--- config.mk ---
export PLATFORM = sky130hd
export DESIGN_NAME = huffman_bit_decoder_flat
export DESIGN_NICKNAME = d
export VERILOG_FILES = /design/src/rtl/huffman_pkg.sv /design/src/rtl/huffman_bit_decoder_if.sv /design/src/rtl/huffman_bit_decoder_match.sv /design/src/rtl/huffman_bit_decoder.sv /design/src/flat_wrapper.sv
export SDC_FILE = /design/constraint.sdc
export NUM_CORES = 1
export LEC_CHECK = 0
export BUFFER_PORTS_ARGS = -buffer_cell sky130_fd_sc_hd__buf_2
export CAP_MARGIN = 10
export CORE_UTILIZATION = 38
export CTS_CLUSTER_SIZE = 14
export DETAILED_ROUTE_END_ITERATION = 12
export PLACE_DENSITY = 0.5
export SLEW_MARGIN = 20
export SYNTH_ARGS = -nofsm -noshare
export SYNTH_HDL_FRONTEND = slang
export SYNTH_SLANG_ARGS = --single-unit
export TNS_END_PERCENT = 50
--- constraint.sdc ---
create_clock -name CLK -period 5.1 [get_ports CLK]
set_clock_uncertainty 0.1 [all_clocks]
set_input_delay 0.765 -clock CLK [delete_from_list [all_inputs] [get_ports CLK]]
set_output_delay 0.765 -clock CLK [all_outputs]
set_load 0.05 [all_outputs]
--- src/rtl/huffman_pkg.sv ---
// Shared constants, table-entry record and FSM state encoding for the serial
// Huffman decoder.
package huffman_pkg;

   localparam int DEF_SYM_W   = 4;
   localparam int DEF_MAX_LEN = 8;
   localparam int DEF_LEN_W   = 4;
   localparam int NSYM        = 1 << DEF_SYM_W;

   typedef struct packed {
      logic [DEF_LEN_W-1:0]   len;
      logic [DEF_MAX_LEN-1:0] code;
   } tbl_entry_t;

   localparam logic [1:0] ST_COLLECT = 2'd0;
   localparam logic [1:0] ST_HOLD    = 2'd1;
   localparam logic [1:0] ST_FAULT   = 2'd2;

endpackage

--- src/rtl/huffman_bit_decoder_if.sv ---
// Bitstream, symbol stream and table-write signals of the Huffman decoder.
// The master side is the surrounding system; the slave side is the decoder.
interface huffman_bit_decoder_if
   import huffman_pkg::*;
#(
   parameter int SYM_W   = DEF_SYM_W,
   parameter int MAX_LEN = DEF_MAX_LEN,
   parameter int LEN_W   = DEF_LEN_W
);
   logic               TBL_WE;
   logic [SYM_W-1:0]   TBL_SYM;
   logic [LEN_W-1:0]   TBL_LEN;
   logic [MAX_LEN-1:0] TBL_CODE;
   logic               BIT_IN;
   logic               BIT_VALID;
   logic               BIT_READY;
   logic [SYM_W-1:0]   SYM_OUT;
   logic               SYM_VALID;
   logic               SYM_READY;
   logic               ERR;

   modport master (
      output TBL_WE, TBL_SYM, TBL_LEN, TBL_CODE, BIT_IN, BIT_VALID, SYM_READY,
      input  BIT_READY, SYM_OUT, SYM_VALID, ERR
   );

   modport slave (
      input  TBL_WE, TBL_SYM, TBL_LEN, TBL_CODE, BIT_IN, BIT_VALID, SYM_READY,
      output BIT_READY, SYM_OUT, SYM_VALID, ERR
   );
endinterface

--- src/rtl/huffman_bit_decoder_match.sv ---
// Combinational code matcher: compares the candidate code against every table
// entry and returns the lowest matching index.
module huffman_match
   import huffman_pkg::*;
#(
   parameter int SYM_W   = DEF_SYM_W,
   parameter int MAX_LEN = DEF_MAX_LEN,
   parameter int LEN_W   = DEF_LEN_W,
   localparam int NENT   = 1 << SYM_W
) (
   input  logic [MAX_LEN-1:0] cand,
   input  logic [LEN_W-1:0]   cand_len,
   input  logic [LEN_W-1:0]   tbl_len  [NENT],
   input  logic [MAX_LEN-1:0] tbl_code [NENT],
   output logic               hit,
   output logic [SYM_W-1:0]   sym
);

   logic [MAX_LEN-1:0] mask;
   logic [NENT-1:0]    match;

   always_comb begin
      mask = '0;
      for (int b = 0; b < MAX_LEN; b++)
         mask[b] = (LEN_W'(b) < cand_len);
   end

   always_comb begin
      match = '0;
      for (int i = 0; i < NENT; i++)
         match[i] = (tbl_len[i] == cand_len) && (((tbl_code[i] ^ cand) & mask) == '0);
   end

   // Scan from the top so the lowest index is written last and wins ties.
   always_comb begin
      hit = 1'b0;
      sym = '0;
      for (int i = NENT - 1; i >= 0; i--) begin
         if (match[i]) begin
            hit = 1'b1;
            sym = SYM_W'(i);
         end
      end
   end

endmodule

--- src/rtl/huffman_bit_decoder.sv ---
// Serial Huffman decoder: one code bit per cycle in, one symbol out per
// matched code, with a runtime-loadable code table.
//
// state   | meaning
// COLLECT | accepting bits into the accumulator
// HOLD    | symbol presented, waiting for SYM_READY
// FAULT   | MAX_LEN bits without a match; left only by RST
module huffman_bit_decoder
   import huffman_pkg::*;
#(
   parameter int SYM_W   = DEF_SYM_W,
   parameter int MAX_LEN = DEF_MAX_LEN,
   parameter int LEN_W   = DEF_LEN_W
) (
   input logic                  CLK,
   input logic                  RST,
   huffman_bit_decoder_if.slave bus
);

   localparam int NENT = 1 << SYM_W;

   logic [LEN_W-1:0]   tbl_len  [NENT];
   logic [MAX_LEN-1:0] tbl_code [NENT];

   logic [1:0]         state;
   logic [MAX_LEN-1:0] acc;
   logic [LEN_W-1:0]   acc_len;
   logic [MAX_LEN-1:0] cand;
   logic [LEN_W-1:0]   cand_len;
   logic [LEN_W-1:0]   wr_len;
   logic [SYM_W-1:0]   sym_out;
   logic [SYM_W-1:0]   hit_sym;
   logic               sym_valid;
   logic               err;
   logic               hit;

   assign cand     = {acc[MAX_LEN-2:0], bus.BIT_IN};
   assign cand_len = acc_len + 1'b1;
   // Over-long lengths are stored as unused entries.
   assign wr_len   = (bus.TBL_LEN > LEN_W'(MAX_LEN)) ? '0 : bus.TBL_LEN;

   huffman_match #(
      .SYM_W   (SYM_W),
      .MAX_LEN (MAX_LEN),
      .LEN_W   (LEN_W)
   ) u_match (
      .cand     (cand),
      .cand_len (cand_len),
      .tbl_len  (tbl_len),
      .tbl_code (tbl_code),
      .hit      (hit),
      .sym      (hit_sym)
   );

   always_ff @(posedge CLK) begin
      if (RST) begin
         for (int i = 0; i < NENT; i++) begin
            tbl_len[i]  <= '0;
            tbl_code[i] <= '0;
         end
         state     <= ST_COLLECT;
         acc       <= '0;
         acc_len   <= '0;
         sym_out   <= '0;
         sym_valid <= 1'b0;
         err       <= 1'b0;
      end else begin
         if (bus.TBL_WE) begin
            tbl_len[bus.TBL_SYM]  <= wr_len;
            tbl_code[bus.TBL_SYM] <= bus.TBL_CODE;
         end
         case (state)
            ST_COLLECT: begin
               // A table write flushes the partial code and drops this cycle's bit.
               if (bus.TBL_WE) begin
                  acc     <= '0;
                  acc_len <= '0;
               end else if (bus.BIT_VALID) begin
                  if (hit) begin
                     sym_out   <= hit_sym;
                     sym_valid <= 1'b1;
                     acc       <= '0;
                     acc_len   <= '0;
                     state     <= ST_HOLD;
                  end else if (cand_len == LEN_W'(MAX_LEN)) begin
                     err   <= 1'b1;
                     state <= ST_FAULT;
                  end else begin
                     acc     <= cand;
                     acc_len <= cand_len;
                  end
               end
            end
            ST_HOLD: begin
               if (bus.SYM_READY) begin
                  sym_valid <= 1'b0;
                  state     <= ST_COLLECT;
               end
            end
            ST_FAULT: ;
            default: begin
               err   <= 1'b1;
               state <= ST_FAULT;
            end
         endcase
      end
   end

   assign bus.BIT_READY = (state == ST_COLLECT);
   assign bus.SYM_OUT   = sym_out;
   assign bus.SYM_VALID = sym_valid;
   assign bus.ERR       = err;

endmodule

--- src/flat_wrapper.sv ---
// flat-port wrapper written by rule: the top's interface ports become plain ports
module huffman_bit_decoder_flat import huffman_pkg::*;
#(
   parameter int SYM_W   = DEF_SYM_W,
   parameter int MAX_LEN = DEF_MAX_LEN,
   parameter int LEN_W   = DEF_LEN_W
)
  (CLK, RST, bus_TBL_WE, bus_TBL_SYM, bus_TBL_LEN, bus_TBL_CODE, bus_BIT_IN, bus_BIT_VALID, bus_SYM_READY, bus_BIT_READY, bus_SYM_OUT, bus_SYM_VALID, bus_ERR);
  huffman_bit_decoder_if #(.SYM_W(SYM_W), .MAX_LEN(MAX_LEN), .LEN_W(LEN_W)) bus_i ();
  input logic CLK;
  input logic RST;
  input wire logic [$bits(bus_i.TBL_WE)-1:0] bus_TBL_WE;
  input wire logic [$bits(bus_i.TBL_SYM)-1:0] bus_TBL_SYM;
  input wire logic [$bits(bus_i.TBL_LEN)-1:0] bus_TBL_LEN;
  input wire logic [$bits(bus_i.TBL_CODE)-1:0] bus_TBL_CODE;
  input wire logic [$bits(bus_i.BIT_IN)-1:0] bus_BIT_IN;
  input wire logic [$bits(bus_i.BIT_VALID)-1:0] bus_BIT_VALID;
  input wire logic [$bits(bus_i.SYM_READY)-1:0] bus_SYM_READY;
  output wire logic [$bits(bus_i.BIT_READY)-1:0] bus_BIT_READY;
  output wire logic [$bits(bus_i.SYM_OUT)-1:0] bus_SYM_OUT;
  output wire logic [$bits(bus_i.SYM_VALID)-1:0] bus_SYM_VALID;
  output wire logic [$bits(bus_i.ERR)-1:0] bus_ERR;
  assign bus_i.TBL_WE = bus_TBL_WE;
  assign bus_i.TBL_SYM = bus_TBL_SYM;
  assign bus_i.TBL_LEN = bus_TBL_LEN;
  assign bus_i.TBL_CODE = bus_TBL_CODE;
  assign bus_i.BIT_IN = bus_BIT_IN;
  assign bus_i.BIT_VALID = bus_BIT_VALID;
  assign bus_i.SYM_READY = bus_SYM_READY;
  assign bus_BIT_READY = bus_i.BIT_READY;
  assign bus_SYM_OUT = bus_i.SYM_OUT;
  assign bus_SYM_VALID = bus_i.SYM_VALID;
  assign bus_ERR = bus_i.ERR;
  huffman_bit_decoder #(.SYM_W(SYM_W), .MAX_LEN(MAX_LEN), .LEN_W(LEN_W)) u_core (.CLK(CLK), .RST(RST), .bus(bus_i));
endmodule
* Yosys cells after proc, flatten, opt, wreduce, memory -nomap -nowiden *
Cells that the tools add are included.

word-level totals
  memory bits (read-only) = 0
  output and inout bits = 7
  register bits = 211
  bits in writable memories = 0
  logic and storage cells = 218
  latch bits = 0
  memories = 0

operators by class
  order comparisons = 11
  shift-type cells = 0
  multiply operators = 0
  div/mod/pow operators = 0
  multiplexer cells = 63
  reduce and logical (&&, ||, !) cells = 42
  eq/ne operators = 27
  add/sub/neg operators = 1
  bitwise gates (word level) = 36

operator list
  kind                                                                  count
  8-bit bitwise AND                                                     16
  128-bit bitwise mux                                                   1
  8-bit logical NOT                                                     16
  8-bit XOR                                                             16
  4-bit 2-to-1 mux                                                      22
  64-bit bitwise mux                                                    1
  4-bit == test                                                         16
  8-bit demux with 4-bit select                                         1
  7-bit 2-to-1 mux                                                      4
  1-bit 2-to-1 mux                                                      24
  1-bit logical AND                                                     17
  4-bit demux with 4-bit select                                         1
  3-bit by 4-bit < comparator with 1-bit output, first input constant   4
  5-bit AND reduction                                                   3
  2-bit 2-to-1 mux                                                      5
  1-bit by 4-bit < comparator with 1-bit output, first input constant   2
  2-bit by 4-bit < comparator with 1-bit output, first input constant   2
  8-bit 2-to-1 mux                                                      1
  2-bit inequality test, second input constant                          4
  2-bit one-hot mux with 3 select lines                                 1
  5-bit greater-or-equal comparator, second input constant              1
  5-bit by 1-bit < comparator with 1-bit output, second input constant  1
  4-bit NOT with 5-bit output                                           1
  4-bit by 1-bit adder with 4-bit output, second input constant         1
  14 further kinds                                                      19

* Logic depth before layout (Yosys ltp) *
Gate-level depths: netlist of the first run.

  depth after elaboration = 25
  gate-level depth with buffers = 16
  depth with buffers taken out = 11

* Hierarchy *
A second synthesis of the first run with hierarchy kept.

unflattened totals
  cell total of the unflattened synthesis = 1227
  area total of the unflattened synthesis = 10869.2 µm²

modules (own cells, without submodules)
  module               cells an instance  area an instance (µm²)  seq. area each (µm²)  instances
  huffman_bit_decoder  841                7973.9                  4224.1                1
  huffman_match        386                2895.3                  0.0                   1

* Worst setup path after synthesis of the first run *
No wires, ideal clock.

  path kind = flip-flop to flip-flop
  from = reg u_core.acc_len[0]
  to = reg u_core.acc[1]
  path buffers = 5
  setup slack = 1.425 ns
  data arrival time = 3.504 ns
  stages on the path, launching flop included = 16
  data required time = 4.928 ns
  library setup time = 0.072 ns
  period minus slack after synthesis = 3.675 ns
  cells stage by stage = dfxtp_1 buf_4 buf_2 inv_1 ha_1 buf_2 o22ai_2 buf_2 nand2_1 o2111ai_1 nor3_1 or4_4 nor4_4 a21o_1 buf_6 mux2i_1

between the ends
  word-level cells in the longest chain between the ends = 24
  elaborated cells on any way between the ends = 95
  classes of those cells = add/sub (1); order compare (8); eq/ne (18); mux (19); bitwise (16); reduce/logical (33)

RTL lines
  element                                                                      line                             RTL
  from (decl)                                                                  huffman_bit_decoder.sv:27        logic [LEN_W-1:0] acc_len;
  from (signal assigned)                                                       huffman_bit_decoder.sv:90        acc_len <= cand_len;
  4-bit by 1-bit adder with 4-bit output (*)                                   huffman_bit_decoder.sv:38        assign cand_len = acc_len + 1'b1;
  1-bit by 4-bit < comparator with 1-bit output, or another cell as far along  huffman_bit_decoder_match.sv:25  mask[b] = (LEN_W'(b) < cand_len);
  8-bit bitwise AND                                                            huffman_bit_decoder_match.sv:31  match[i] = (tbl_len[i] == cand_len) && (((tbl_code[i] ^ cand) & mask) == '0);
  8-bit logical NOT                                                            huffman_bit_decoder_match.sv:31
  1-bit logical AND                                                            huffman_bit_decoder_match.sv:31
  1-bit 2-to-1 mux (16 in series)                                              huffman_bit_decoder_match.sv:39  if (match[i]) begin
  7-bit 2-to-1 mux                                                             huffman_bit_decoder.sv:79        if (hit) begin
  7-bit 2-to-1 mux                                                             huffman_bit_decoder.sv:78        end else if (bus.BIT_VALID) begin
  7-bit 2-to-1 mux                                                             huffman_bit_decoder.sv:75        if (bus.TBL_WE) begin
  to (signal assigned)                                                         huffman_bit_decoder.sv:89        acc <= cand;
  to (decl)                                                                    huffman_bit_decoder.sv:26        logic [MAX_LEN-1:0] acc;

Mark *: on every way between the ends. The rest lies on a longest branch, timed or not. The select of a mux whose other input is x is not followed.
A chain may end at the register's enable or synchronous reset.

* Final worst setup path of the first run *
  from = reg u_core.acc_len[1]
  to = reg u_core.acc_len[3]

between the ends
  word-level cells in the longest chain between the ends = 24
  elaborated cells on any way between the ends = 96
  classes of those cells = add/sub (1); order compare (8); eq/ne (18); mux (20); bitwise (16); reduce/logical (33)

RTL lines
  element                                                                      line
  4-bit by 1-bit adder with 4-bit output (*)                                   huffman_bit_decoder.sv:38
  1-bit by 4-bit < comparator with 1-bit output, or another cell as far along  huffman_bit_decoder_match.sv:25
  8-bit bitwise AND                                                            huffman_bit_decoder_match.sv:31
  8-bit logical NOT                                                            huffman_bit_decoder_match.sv:31
  1-bit logical AND                                                            huffman_bit_decoder_match.sv:31
  1-bit 2-to-1 mux (16 in series)                                              huffman_bit_decoder_match.sv:39
  4-bit 2-to-1 mux                                                             huffman_bit_decoder.sv:79
  4-bit 2-to-1 mux                                                             huffman_bit_decoder.sv:78
  4-bit 2-to-1 mux                                                             huffman_bit_decoder.sv:75

Marked as above.

==> results of run 1 <==
==> final timing paths <==
| kind | startpoint | end | slack (ps) | cells after the start |
|---|---|---|---|---|
| max | u_core.acc_len[1] | u_core.acc_len[3] | 520 | 12 |
| min | u_core.bus.SYM_OUT[3] | u_core.bus.SYM_OUT[3] | 360 | 2 |
| max reg2reg | u_core.acc_len[1] | u_core.acc_len[3] | 520 | 12 |
| min reg2reg | u_core.bus.SYM_OUT[3] | u_core.bus.SYM_OUT[3] | 360 | 2 |
==> cell type report <==
class	instances	area, um^2	area share
tap	378	473	0.0393
clock inverter	11	109	0.00905
sequential	211	4220	0.351
multi-input combinational	954	6080	0.505
inverter	9	33.8	0.00281
clock buffer	34	679	0.0565
timing repair buffer	67	439	0.0365
==> logic make-up after synthesis <==
kind of cell | Yosys count | share of synthesized area
DFF | 211 | 0.391
muxes | 125 | 0.116
buffers and inverters | 115 | 0.0487
adders and majority gates | 5 | 0.00579
and+or+nand+nor | 451 | 0.179
xor gates and xnor gates | 177 | 0.145
AOI/OAI and AO/OA | 196 | 0.115
==> cells in the final DEF (no fill, tap or decap), types with 3 or more instances in the layout <==
| cell type | n |
|---|---|
| ha_1 | 5 |
| buf_2 | 27 |
| nor3_1 | 11 |
| nand2b_1 | 5 |
| nor2b_1 | 5 |
| buf_4 | 39 |
| a21oi_1 | 93 |
| nand2_1 | 213 |
| clkinv_2 | 8 |
| xnor2_1 | 115 |
| nand3_1 | 33 |
| mux2i_1 | 125 |
| dfxtp_1 | 211 |
| o211ai_1 | 9 |
| clkbuf_16 | 25 |
| nand3b_1 | 5 |
| a2111oi_0 | 16 |
| or2_2 | 5 |
| nor2_1 | 140 |
| a32oi_1 | 3 |
| or4_1 | 4 |
| or3_1 | 7 |
| inv_1 | 9 |
| o21ai_0 | 21 |
| xor2_1 | 61 |
| o22ai_1 | 16 |
| clkbuf_1 | 7 |
| o2111ai_1 | 18 |
| nor4_1 | 7 |
==> through the flow <==
stage / hold slack (ps) / setup WS [ps] / instance area, um^2 / cells / total power [W]
after floorplan: 346 / 1420 / 10800 / 1280 / 0.00250
after global placement: 342 / 721 / 11200 / 1619 / 0.00275
after detailed placement: 350 / 606 / 11200 / 1619 / 0.00275
after CTS: 360 / 604 / 12000 / 1664 / 0.00450
after global routing: 382 / 203 / 12000 / 1664 / 0.00465
final: 362 / 517 / 12000 / 1664 / 0.00445
==> report_power, final <==
part           leakage, nW  internal, W  switching (W)  total, W
registers             1.70      0.00169      0.0000331   0.00172
logic                 2.17     0.000352       0.000637  0.000989
clock network        0.395      0.00103       0.000711   0.00174
total                 4.27      0.00307        0.00138   0.00445
==> registers in the layout, indices dropped and copies added (netlist names) <==
| name | count |
|---|---|
| u_core.tbl_code | 128 |
| u_core.tbl_len | 64 |
| u_core.acc | 7 |
| u_core.acc_len | 4 |
| u_core.bus.SYM_OUT | 4 |
| u_core.state | 2 |
| u_core.bus.ERR | 1 |
| u_core.bus.SYM_VALID | 1 |
==> critical path: stages, from the launching register on <==
cell,delay (ps)
dfxtp_1,470
ha_1,460
and2_1,280
nand3_1,320
buf_4,330
a2111oi_0,460
o2111ai_1,240
nor3_1,630
or4_4,290
nor4_4,50
buf_4,210
a21o_1,390
mux2i_1,200
==> metal layers <==
metal | up-vias | part of all wire | wire length [um]
li1 | 4304 | - | -
met1 | 4234 | 0.47 | 16500
met2 | 227 | 0.45 | 15700
met3 | 53 | 0.045 | 1570
met4 | 0 | 0.031 | 1070
met5 | - | 0 | 0
==> flow_summary.yaml, run 1 <==
global_routing:
  first_global_vias: 8374
  track_usage: 0.243
  grt-ovfl-total: 0
  antenna_found_initial: 0
  grt_pass1_wl_mm: 52.6
  top_usage_layer: "met2"
  grt_max_degree: 106
  met1_usage: 0.336
  grt_use_met2: 0.391
  globalRouteMet3Util: 0.0305
synthesis:
  ys_types: 55
  async_flop_share: 0
  synth_seq_cells: 211
  yosysSeqAreaShare: 0.391
  synth_area_leaders: "dfxtp_1, mux2i_1, xnor2_1"
  avgSynthCellArea_um2: 8.44
  synth_edf_count: 0
  yosys-top-cells-count: "nand2_1, dfxtp_1, nor2_1, mux2i_1, xnor2_1"
  synth-main-ff-cell: "dfxtp_1"
  synth_area_um2: 10800
  synth_top_cell_by_area: "dfxtp_1"
  post-synth-top-count-cell: "nand2_1"
  synth_cells: 1280
  syn-num-nets: 1307
  yosysWarnings: 0
  synth_top_cell_area_share: 0.391
drt:
  drt_iter0_markers: 716
  antenna_left: 0
  wl_per_cell_um: 20.9
  drt-total-wl_mm: 34.8
  routed-via-count: 8818
  drc: 0
  vias_per_cell: 5.30
  first_pass_iters: 6
placed_design:
  gp_congestion: 0.890
  port_buffers: 28
  dp_hpwl_mm: 22.3
flow_run:
  maxCapViolations: 0
clock_tree:
  clockBufferDepth: 3
  htreeDepth: 1
  path_clk_slew_ps: 60
  cts_root_buf: "clkbuf_16"
  cts.sinks: 211
  insertion_delay_ps: 530
  cts_inserted_buffers: 25
  ctsResizeCount: 0
  cts_setup_buffers: 0
  cts_tree: "yes"
  hold_buffers: 0
floorplanning:
  die_w_um: 171
  coreArea_um2: 27900
  initial_core_util: 0.388
  dieArea_um2: 29100
  fp.dieH_um: 171
  num_rows: 61
  io_pins: 29
status:
  status: "finished clean"
worst_setup_path:
  path_class: "flip-flop to flip-flop"
  required_ps: 5390
  path_max_fanout: 22
  end_kind: "flip-flop"
  arrival_ps: 4870
  critPathLaunchType: "flip-flop"
timing:
  fin_setup_tns_ps: 0
  final-setup-viol-count: 0
  final-hold-violation-count: 0
  timing.final.crit_share: 0.899
  slew_violations: 0
  fmax_mhz: 218
  rsz0062_at_grt: "false"
  maxSlewHeadroom: 0.263
  period_needed_ps: 4580
  worstMarginPinSlew_ps: 1110
finish:
  n_antenna_cell: 0
  layout.nets: 1295
  area_growth_pct: 11.4
  drive_gt1_frac: 0.0972
  num-fill-cells: 2854
  final_core_util: 0.432
power_and_ir_drop:
  powerDensity_nw_per_um2: 370
  p_leak_nw: 4.27
  vdd_drop_max_mv: 0.183
hold_path:
  hp-class: "flip-flop to flip-flop"
No activity file was read; power rests on OpenSTA's default activity.
==> run 2: changes to the inputs <==
--- a/config.mk
+++ b/config.mk
@@ -5,6 +5,7 @@
 export SDC_FILE = /design/constraint.sdc
 export NUM_CORES = 1
 export LEC_CHECK = 0
+export ABC_AREA = 1
 export BUFFER_PORTS_ARGS = -buffer_cell sky130_fd_sc_hd__buf_2
 export CAP_MARGIN = 10
 export CORE_UTILIZATION = 38
==> flow_summary.yaml, run 2 <==
global_routing:
  grt-ovfl-total: 0
  antenna_found_initial: 0
  grt_max_degree: 111
  first_global_vias: 9251
  grt_pass1_wl_mm: 55.7
  track_usage: 0.257
power_and_ir_drop:
  pwr-share-comb: 0.324
  power_switching_w: 0.00205
  p_int_w: 0.00327
  vdd_drop_max_mv: 0.213
  p_clk_frac: 0.326
  p_leak_nw: 5.63
  powerDensity_nw_per_um2: 445
  switching_share: 0.385
  seq_power_share: 0.350
synthesis:
  yosysSeqAreaShare: 0.394
  synth-main-ff-cell: "dfxtp_1"
  yosysWarnings: 0
  avgSynthCellArea_um2: 7.12
  async_flop_share: 0
  synth_edf_count: 0
  synth_area_um2: 10700
  synth_area_leaders: "dfxtp_1, nor2_1, o21ai_0"
  ys_types: 42
  syn-num-nets: 1533
  post-synth-top-count-cell: "nor2_1"
  synth_top_cell_area_share: 0.394
  synth_cells: 1506
  synth_top_cell_by_area: "dfxtp_1"
  yosys-top-cells-count: "nor2_1, o21ai_0, dfxtp_1, nand2_1, xor2_1"
  synth_seq_cells: 211
clock_tree:
  htreeDepth: 1
  cts_inserted_buffers: 25
  path_clk_slew_ps: 60
  insertion_delay_ps: 540
  ctsResizeCount: 0
  cts_setup_buffers: 0
  cts_tree: "yes"
  clockBufferDepth: 3
  hold_buffers: 0
  cts_root_buf: "clkbuf_16"
  cts.sinks: 211
worst_setup_path:
  r2r_slack_ps: 760
  required_ps: 5460
  r2r_cells: 18
  path_max_fanout: 15
  critPathLaunchType: "flip-flop"
  path_class: "flip-flop to flip-flop"
  end_kind: "flip-flop"
  regToRegStartpoint: "u_core.acc_len[0]"
  r2r-end: "u_core.acc_len[3]"
  arrival_ps: 4700
placed_design:
  dp_slack_ps: 831
  dp.cells: 1855
  gp_congestion: 0.825
  port_buffers: 28
  post_dp_cell_area_um2: 11200
  dp_hpwl_mm: 22.6
finish:
  biggestRegsByFlops: "u_core.tbl_code (128), u_core.tbl_len (64), u_core.acc (7)"
  seqCellArea_um2: 4230
  largest-register: "u_core.tbl_code"
  n_antenna_cell: 0
  layout_commonest_cell: "nor2_1"
  fin_cells: 1899
  num-fill-cells: 2943
  final_core_util: 0.431
  layout.nets: 1531
  stdcell_area_um2: 12000
  multi_input_area_um2: 5720
  drive_gt1_frac: 0.0927
  largest_reg_flops: 128
  final_cell_mix: "nor2_1, o21ai_0, dfxtp_1"
  area_growth_pct: 11.7
timing:
  timing.final.crit_share: 0.851
  maxSlewHeadroom: 0.329
  period_needed_ps: 4340
  final-setup-viol-count: 0
  fmax_mhz: 231
  finalWorstSetupSlack_ps: 762
  slew_violations: 0
  rsz0062_at_grt: "false"
  worstMarginPinSlew_ps: 1010
  fin_setup_tns_ps: 0
  final-hold-violation-count: 0
floorplanning:
  io_pins: 29
  die_w_um: 170
  initial_core_util: 0.386
  fp.dieH_um: 170
  num_rows: 61
  dieArea_um2: 28900
  coreArea_um2: 27800
hold_path:
  whs_endpoint: "u_core.bus.ERR"
  hp-class: "flip-flop to flip-flop"
  min_from: "u_core.bus.ERR"
  whs_path_depth: 2
drt:
  routed-via-count: 9777
  drc: 0
  vias_per_cell: 5.15
  first_pass_iters: 5
  drt_iter0_markers: 788
  drt-total-wl_mm: 36.5
  wl_per_cell_um: 19.2
  antenna_left: 0
status:
  status: "finished clean"
flow_run:
  maxCapViolations: 0
==> run 2: critical path, cell delays in order, from the launching register on <==
cell	delay [ps]
dfxtp_1	630
ha_1	310
inv_1	70
nand2_2	80
nand2_2	250
o21ai_4	490
inv_4	180
a21oi_2	130
nor3_1	50
nand4_1	100
nand2_1	110
nor2_1	370
nand2_2	140
nor2_4	150
nand2_2	100
o21ai_2	530
buf_4	250
o21ai_1	60
a21oi_1	160
==> run 2: final cells by class <==
class / instances / area share
clock buffer: 39 / 0.0600
multi-input combinational: 1108 / 0.478
tap: 378 / 0.0395
sequential: 211 / 0.353
inverter: 96 / 0.0305
timing repair buffer: 62 / 0.0341
clock inverter: 5 / 0.00450
==> run 2: logic make-up after synthesis <==
kind of cell / Yosys count / synth area share
AND/OR/NAND/NOR: 590 / 0.225
AO/OA/AOI/OAI: 373 / 0.188
flip-flops: 211 / 0.394
buffers and inverters: 187 / 0.0729
XOR/XNOR: 140 / 0.114
adder cells (fa/ha/maj): 5 / 0.00584
==> run 2: per-layer routing <==
| layer | vias to the layer above | GRT usage | share of wire |
|---|---|---|---|
| li1 | 4861 | - | - |
| met1 | 4564 | 0.354 | 0.47 |
| met2 | 270 | 0.412 | 0.44 |
| met3 | 82 | 0.0288 | 0.049 |
| met4 | 0 | 0.0909 | 0.034 |
| met5 | - | 0 | 0 |
==> run 2: worst max path at each step <==
stage	slack, ps	startpoint	cells past startpoint	end
CTS	780	u_core.acc_len[0]	18	u_core.acc_len[3]
finish	760	u_core.acc_len[0]	18	u_core.acc_len[3]
detailed placement	830	u_core.acc_len[0]	18	u_core.acc[6]
global route	470	u_core.acc_len[0]	18	u_core.acc_len[3]
global placement	920	u_core.acc_len[0]	18	u_core.acc_len[3]
floorplan	2060	u_core.acc_len[0]	19	u_core.acc[0]
==> run 2: power groups by stage <==
stage	clock, W	combinational, W	sequential, W
after floorplan	0	0.00124	0.00183
after global placement	0	0.00172	0.00190
after detailed placement	0	0.00171	0.00190
after CTS	0.00176	0.00172	0.00186
after global routing	0.00183	0.00189	0.00187
final	0.00174	0.00172	0.00186
==> run 2: through the flow <==
stage / hold slack [ps] / power [W]
3_5_place_dp: 347 / 0.00361
4_1_cts: 355 / 0.00535
2_1_floorplan: 340 / 0.00307
5_1_grt: 373 / 0.00559
3_3_place_gp: 337 / 0.00361
6_report: 352 / 0.00533
==> run 3: changes to the inputs <==
--- a/config.mk
+++ b/config.mk
@@ -6,12 +6,12 @@
 export NUM_CORES = 1
 export LEC_CHECK = 0
 export ABC_AREA = 1
-export BUFFER_PORTS_ARGS = -buffer_cell sky130_fd_sc_hd__buf_2
 export CAP_MARGIN = 10
 export CORE_UTILIZATION = 38
 export CTS_CLUSTER_SIZE = 14
 export DETAILED_ROUTE_END_ITERATION = 12
-export PLACE_DENSITY = 0.5
+export DONT_BUFFER_PORTS = 1
+export PLACE_DENSITY = 0.49
 export SLEW_MARGIN = 20
 export SYNTH_ARGS = -nofsm -noshare
 export SYNTH_HDL_FRONTEND = slang
==> flow_summary.yaml, run 3 (same netlist as run 2, synthesis figures left out) <==
floorplanning:
  fp.dieH_um: 170
  die_w_um: 170
  num_rows: 61
  io_pins: 29
  coreArea_um2: 27800
  dieArea_um2: 28900
  initial_core_util: 0.386
timing:
  slew_violations: 0
  fin_setup_tns_ps: 0
  final-hold-violation-count: 0
  worstMarginPinSlew_ps: 1190
  rsz0062_at_grt: "false"
  timing.final.crit_share: 0.782
  whs_ps: 193
  period_needed_ps: 3990
  final-setup-viol-count: 0
  fmax_mhz: 251
  maxSlewHeadroom: 0.204
  finalWorstSetupSlack_ps: 1110
hold_path:
  hp-class: "input pin to flip-flop"
global_routing:
  track_usage: 0.259
  antenna_found_initial: 0
  first_global_vias: 9157
  grt_pass1_wl_mm: 56.0
  grt-ovfl-total: 0
  grt_max_degree: 101
finish:
  biggestRegsByFlops: "u_core.tbl_code (128), u_core.tbl_len (64), u_core.acc (7)"
  area_growth_pct: 10.6
  drive_gt1_frac: 0.0787
  largest-register: "u_core.tbl_code"
  stdcell_area_um2: 11900
  n_antenna_cell: 0
  largest_reg_flops: 128
  layout.nets: 1509
  layout_commonest_cell: "nor2_1"
  final_cell_mix: "nor2_1, o21ai_0, dfxtp_1"
  fin_cells: 1878
drt:
  drt-met1-wl_mm: 17.7
  routed-via-count: 9669
  first_pass_iters: 5
  antenna_left: 0
  wl_per_cell_um: 19.7
  drt_iter0_markers: 828
  wl_met3_mm: 2.03
  drt-total-wl_mm: 36.9
  drc: 0
  wl_met2_mm: 16.3
  routed.top_layer: "met4"
  vias_per_cell: 5.15
worst_setup_path:
  arrival_ps: 4340
  path_buf_inv: 3
  path_delay_family: "simple AND/OR/NAND/NOR gates"
  crit_path_frequent_cell: "nand2_2"
  end_kind: "flip-flop"
  slowest_delay_ps: 430
  path_class: "flip-flop to flip-flop"
  required_ps: 5450
  slowest_stage: "dfxtp_1"
  path_max_fanout: 17
  crit_chain: "ha_1 -> inv_1 -> nand2_2 -> nand2_2 -> buf_4 -> nand2_2 -> nand2_1 -> nand2_1 -> a21oi_1 -> nand4_1 -> nand2_1 -> nor2_1 -> nand2_2 -> nor2_4 -> nand2_2 -> o21ai_2 -> buf_4 -> a21oi_1 -> a211oi_2"
  critPathLaunchType: "flip-flop"
power_and_ir_drop:
  powerDensity_nw_per_um2: 447
  p_leak_nw: 5.54
  vdd_drop_max_mv: 0.200
clock_tree:
  cts.sinks: 211
  cts_setup_buffers: 0
  ctsResizeCount: 0
  htreeDepth: 1
  hold_buffers: 0
  insertion_delay_ps: 530
  path_clk_slew_ps: 60
  cts_tree: "yes"
  cts_inserted_buffers: 25
  cts_root_buf: "clkbuf_16"
  clockBufferDepth: 3
placed_design:
  dp_hpwl_mm: 23.1
  dp.cells: 1833
  gp_congestion: 0.846
  port_buffers: 0
  post_dp_cell_area_um2: 11100
  dp_slack_ps: 1130
status:
  status: "finished clean"
flow_run:
  maxCapViolations: 0
[run 3: metal layers]
layer	up-vias	track usage
met1	4534	0.370
met4	0	0.0713
met5	-	0
met3	53	0.0307
met2	261	0.408
li1	4821	-
[run 3: area by class of cell]
cell class	count	area, um^2
fillers	2963	15900
well taps	378	473
inverters	96	365
clock buffers	43	763
repair buffers	40	300
clock inverters	2	10.0
flip-flops and latches	211	4230
multi-input cells	1108	5720
[run 3: through the flow]
step | util | power [W]
2_1_floorplan | - | 0.00307
3_3_place_gp | 0.399 | 0.00358
3_5_place_dp | 0.399 | 0.00358
4_1_cts | 0.427 | 0.00531
5_1_grt | 0.427 | 0.00556
6_report | 0.427 | 0.00530
[run 3: worst reg2reg max path, delay by kind of cell (launching register included)]
| family | cells | cell delay, ps |
|---|---|---|
| simple gates | 11 | 1750 |
| fa+ha+maj | 1 | 280 |
| compound gates | 4 | 700 |
| buf+inv | 3 | 630 |
| flops | 1 | 430 |
[run 3: path summary, 6_finish.rpt]
| kind | startpoint | end | slack [ps] | cells past startpoint |
|---|---|---|---|---|
| worst max-delay path | u_core.acc_len[1] | u_core.acc[3] | 1110 | 19 |
| worst min-delay path | RST | u_core.bus.SYM_OUT[0] | 190 | 1 |
| worst max register to register | u_core.acc_len[1] | u_core.acc[3] | 1110 | 19 |
| worst min register to register | u_core.tbl_len[35] | u_core.tbl_len[35] | 370 | 2 |
[run 3: where the power goes]
part / internal [W] / switching [W] / leakage, nW
clock network: 0.00100 / 0.000728 / 0.379
registers: 0.00172 / 0.000158 / 1.71
logic: 0.000531 / 0.00115 / 3.45
